==> src/rtl/serial_adder_pkg.sv <==
// Shared types and constants for the serial adder/subtractor datapath.
package serial_adder_pkg;

    typedef enum logic [1:0] {
        IDLE = 2'd0,
        RUN  = 2'd1,
        DONE = 2'd2
    } state_e;

    localparam logic ADD = 1'b0;
    localparam logic SUB = 1'b1;

    // Chunk counter width: ceil(log2(n)), never narrower than one bit.
    function automatic int unsigned cnt_width(input int unsigned n);
        return (n > 1) ? $clog2(n) : 1;
    endfunction

endpackage

==> src/rtl/serial_adder_full_adder.sv <==
// One-bit full-adder cell used as the ripple element of each processed chunk.
module full_adder (
    input  logic a_i,
    input  logic b_i,
    input  logic c_i,
    output logic s_o,
    output logic c_o
);

    assign s_o = a_i ^ b_i ^ c_i;
    assign c_o = (a_i & b_i) | (a_i & c_i) | (b_i & c_i);

endmodule

==> src/rtl/serial_adder.sv <==
// Multi-cycle adder/subtractor: consumes WIDTH-bit operands BITS_PER_CYCLE bits per cycle, LSB first.
module serial_adder
    import serial_adder_pkg::*;
#(
    parameter int unsigned WIDTH          = 8,
    parameter int unsigned BITS_PER_CYCLE = 1
) (
    input  logic             clk,
    input  logic             rst_n,
    input  logic             in_valid,
    output logic             in_ready,
    input  logic [WIDTH-1:0] a,
    input  logic [WIDTH-1:0] b,
    input  logic             cin,
    input  logic             sub,
    output logic             out_valid,
    input  logic             out_ready,
    output logic [WIDTH-1:0] sum,
    output logic             cout,
    output logic             ovf
);

    localparam int unsigned N  = WIDTH / BITS_PER_CYCLE;
    localparam int unsigned CW = cnt_width(N);
    localparam logic [CW-1:0] LAST = CW'(N - 1);

    if (WIDTH < 2 || BITS_PER_CYCLE == 0 || (WIDTH % BITS_PER_CYCLE) != 0) begin : g_bad_params
        $error("serial_adder: WIDTH must be >= 2 and divisible by BITS_PER_CYCLE");
    end

    state_e            state_q, state_d;
    logic [WIDTH-1:0]  a_q, a_d;
    logic [WIDTH-1:0]  b_q, b_d;
    logic [WIDTH-1:0]  sum_q, sum_d;
    logic [CW-1:0]     cnt_q, cnt_d;
    logic              carry_q, carry_d;
    logic              cout_q, cout_d;
    logic              ovf_q, ovf_d;

    logic [BITS_PER_CYCLE:0]   c;
    logic [BITS_PER_CYCLE-1:0] s_chk;

    // Operands shift right each RUN cycle, so the current chunk is always the low bits.
    assign c[0] = carry_q;
    for (genvar i = 0; i < BITS_PER_CYCLE; i++) begin : g_ripple
        full_adder u_fa (
            .a_i (a_q[i]),
            .b_i (b_q[i]),
            .c_i (c[i]),
            .s_o (s_chk[i]),
            .c_o (c[i+1])
        );
    end

    always_ff @(posedge clk or negedge rst_n) begin
        if (!rst_n) begin
            state_q <= IDLE;
            a_q     <= '0;
            b_q     <= '0;
            sum_q   <= '0;
            cnt_q   <= '0;
            carry_q <= 1'b0;
            cout_q  <= 1'b0;
            ovf_q   <= 1'b0;
        end else begin
            state_q <= state_d;
            a_q     <= a_d;
            b_q     <= b_d;
            sum_q   <= sum_d;
            cnt_q   <= cnt_d;
            carry_q <= carry_d;
            cout_q  <= cout_d;
            ovf_q   <= ovf_d;
        end
    end

    always_comb begin
        state_d = state_q;
        a_d     = a_q;
        b_d     = b_q;
        sum_d   = sum_q;
        cnt_d   = cnt_q;
        carry_d = carry_q;
        cout_d  = cout_q;
        ovf_d   = ovf_q;
        unique case (state_q)
            IDLE: begin
                if (in_valid) begin
                    state_d = RUN;
                    a_d     = a;
                    b_d     = (sub == SUB) ? ~b : b;
                    carry_d = (sub == SUB) ? ~cin : cin;
                    cnt_d   = '0;
                end
            end
            RUN: begin
                a_d     = a_q >> BITS_PER_CYCLE;
                b_d     = b_q >> BITS_PER_CYCLE;
                // Result chunks enter at the top and walk down to their final slot.
                sum_d   = (sum_q >> BITS_PER_CYCLE) | (WIDTH'(s_chk) << (WIDTH - BITS_PER_CYCLE));
                carry_d = c[BITS_PER_CYCLE];
                cnt_d   = cnt_q + 1'b1;
                if (cnt_q == LAST) begin
                    cout_d  = c[BITS_PER_CYCLE];
                    ovf_d   = c[BITS_PER_CYCLE] ^ c[BITS_PER_CYCLE-1];
                    cnt_d   = '0;
                    state_d = DONE;
                end
            end
            DONE: begin
                if (out_ready) begin
                    state_d = IDLE;
                end
            end
            default: state_d = IDLE;
        endcase
    end

    assign in_ready  = (state_q == IDLE);
    assign out_valid = (state_q == DONE);
    assign sum       = sum_q;
    assign cout      = cout_q;
    assign ovf       = ovf_q;

endmodule

==> config.mk <==
export PLATFORM = sky130hd
export DESIGN_NAME = serial_adder
export DESIGN_NICKNAME = d
export VERILOG_FILES = /design/src/rtl/serial_adder_pkg.sv /design/src/rtl/serial_adder_full_adder.sv /design/src/rtl/serial_adder.sv
export SDC_FILE = /design/constraint.sdc
export NUM_CORES = 1
export LEC_CHECK = 0
export CAP_MARGIN = 20
export CORE_MARGIN = 8
export CORE_UTILIZATION = 49
export CTS_CLUSTER_DIAMETER = 30
export CTS_CLUSTER_SIZE = 40
export DETAILED_ROUTE_END_ITERATION = 8
export PLACE_DENSITY = 0.75
export SLEW_MARGIN = 30
export SYNTH_ARGS = -nofsm -noshare
export SYNTH_HDL_FRONTEND = slang
export SYNTH_SLANG_ARGS = --single-unit
export TNS_END_PERCENT = 10
==> constraint.sdc <==
create_clock -name clk -period 1.6 [get_ports clk]
set_input_delay 0.32 -clock clk [delete_from_list [all_inputs] [get_ports clk]]
set_output_delay 0.32 -clock clk [all_outputs]
set_load 0.02 [all_outputs]
==> flow_summary_export.csv <==
group,metric,value,unit
sta,skew,2.58,ps
power,vdd_drop_max,801,uV
layout,layout.cells.non_filler,216,
setup_path,critPathKind,"flop to primary output",
layout,n_antenna_cell,0,
sta,fin_crit_sh,94.7,%
layout,drive_gt1_share,13.1,%
clock_tree,cts.clk_slew.worst_paths,80,ps
setup_path,path_cells,"nor2_2 -> clkdlybuf4s15_2",
clock_tree,cts_hold_buffers,0,
route,drt_first_iter_violations,49,
layout,final_cell_mix,"nand2_1 (37), dfrtp_1 (32), clkdlybuf4s50_1 (21), buf_4 (11)",
grt,grt_pass1_wl,5.33,mm
placement,place.gp.congestion,0.762,
route,vias,1166,
setup_path,cpMaxStageDelayCell,"dfrtp_1",
layout,utilization,63.8,%
logic_synthesis,syn_area_per_cell,10.3,sq um
clock_tree,cts_tree,"yes",
setup_path,critPathMaxFanout,3,
placement,dp.cells,211,
flow_run,drv_cap,0,
sta,finalHoldViolations,0,
clock_tree,cts-root-buf,"clkbuf_4",
floorplan,die_w,71.1,um
power,power.total,3.09,mW
sta,slew_violations,0,
route,drc,0,
sta,slew_headroom,73.9,%
run_status,status,"finished clean",
floorplan,num_rows,20,
grt,grt_start_max_net_pins,33,
layout,final_common_cell,"nand2_1",
setup_path,worstRegToRegCells,4,
setup_path,rrSetupSlack,100,ps
hold_path,min_path_type,"primary input to async pin",
route,first_pass_iters,4,
clock_tree,clock_latency,320,ps
grt,antenna_found_initial,0,
sta,fin_tns_setup,0,ps
clock_tree,cts_sinks,32,
floorplan,initial_core_util,50.0,%
setup_path,cp-start-kind,"flop",
grt,track_usage,13.3,%
sta,max_freq,0.660,GHz
logic_synthesis,syn_area,0.00149,sq mm
route,routed_wl,3.09,mm
setup_path,worst_setup_path_end_kind,"primary output",
placement,place_area,0.00188,sq mm
logic_synthesis,syn-num-nets,169,
floorplan,pin_count,34,
grt,grt-ovfl-total,0,
layout,area_growth,27.6,%
logic_synthesis,yosysUniqueCellTypes,28,
layout,finalNetCount,210,
floorplan,die_h,71.1,um
logic_synthesis,synth-seq-cells,32,
clock_tree,clock_path_buffers,2,
route,routed_via_density,5.40,
route,wl_per_cell,14.3,um
placement,numPortBuffers,33,
sta,tightest_slew,392,ps
setup_path,worstPathRequired,1280,ps
sta,period_minus_slack,1520,ps
floorplan,core_area,0.00298,sq mm
layout,nFillCells,256,
layout,stdcell_area,0.00190,sq mm
logic_synthesis,ys_seq_area_share,53.8,%
clock_tree,htreeDepth,2,
sta,finalSetupViolCount,0,
placement,hpwl,2.43,mm
setup_path,critPathArrivalTime,1200,ps
floorplan,die-area,0.00506,sq mm
power,p_leak,0.889,nW
setup_path,max_stage_delay,420,ps
power,p_per_area,1630,mW/mm^2
sta,rsz0062_at_grt,"no",
clock_tree,cts_buffers,5,
logic_synthesis,yosys_warnings,0,
logic_synthesis,synth_cells,144,
route,ant_nets,0,
grt,grt_pass1_vias,1219,
-- final timing paths --
kind	from	endpoint
hold / removal	rst_n	sum[3]$_DFFE_PN0N_
setup / recovery	state_q[1]$_DFFE_PN0P_	in_ready
max in group asynchronous	rst_n	carry_q$_DFFE_PN0P_
min in group clk	ovf$_DFFE_PN0P_	ovf$_DFFE_PN0P_
setup reg to reg	state_q[1]$_DFFE_PN0P_	carry_q$_DFFE_PN0P_
hold reg to reg	ovf$_DFFE_PN0P_	ovf$_DFFE_PN0P_
-- metrics by stage --
stage / hold slack (ps) / setup slack [ps]
6_report: 388 / 84.2
5_1_grt: 426 / 41.6
2_1_floorplan: 24.4 / 257
3_3_place_gp: 460 / 20.8
4_1_cts: 392 / 4.99
3_5_place_dp: 470 / -58.4
-- critical path: cells and delay by family, from the launching register on --
kind | cells | cell delay, ps
buffers and inverters | 1 | 280
AND/OR/NAND/NOR | 1 | 170
flip-flops | 1 | 420
-- routing by layer --
metal	GRT usage (%)	wire length, um
met1	13.5	1250
met2	23.0	1530
met3	6.07	242
met4	5.54	71
met5	0	0
-- state kept, by name, summed over array words and instances, names as in the netlist --
signal and flops:
ovf 1, sum 8, b_q 8, a_q 8
state_q 2, cnt_q 3, cout 1, carry_q 1
-- cells in the mapped netlist --
cell type	n	area, sq um
a21oi_1	1	5.00
a221o_1	1	10.0
a221o_2	3	33.8
a22o_1	2	17.5
a22oi_1	7	52.6
a32o_1	1	10.0
buf_1	1	3.75
buf_2	3	15.0
buf_4	3	22.5
buf_6	2	22.5
clkbuf_1	1	3.75
dfrtp_1	32	801
fa_1	1	20.0
ha_1	2	25.0
inv_1	2	7.51
mux2_2	1	11.3
nand2_1	37	139
nand2b_1	2	12.5
nand3b_1	5	37.5
nor2_1	7	26.3
nor2b_1	2	12.5
o211ai_1	4	30.0
o21ai_0	10	50.1
o21ai_1	1	5.00
o21bai_2	1	11.3
o31ai_1	1	7.51
or3b_1	1	8.76
xnor2_1	10	87.6
-- layout make-up --
class,count,area [sq um],area share [%]
inverters,2,7.51,0.395
multi-input cells,100,616,32.4
well taps,33,41.3,2.17
repair buffers,44,397,20.9
clock buffers,5,37.5,1.98
flip-flops and latches,32,801,42.2
-- report_power, final --
part	internal [mW]	switching, mW	total, mW
Clock	0.146	0.228	0.375
Sequential	1.14	0.208	1.34
Combinational	0.622	0.748	1.37
Total	1.90	1.18	3.09
-- kinds of logic after synthesis --
family / Yosys count / share of synthesized area, %
muxes: 1 / 0.756
xor gates and xnor gates: 10 / 5.88
adders and majority gates: 3 / 3.02
AOI/OAI and AO/OA: 32 / 15.6
buffers and inverters: 12 / 5.04
and+or+nand+nor: 54 / 15.9
DFF: 32 / 53.8
-- what timing repair did --
item                       CTS  global route
buffers inserted             0             0
hold endpoints to repair     0             0
setup endpoints to repair   12             2
cloned                       0             0
resized for setup           15             2
Note: power is estimated with default switching activity, not from simulation.
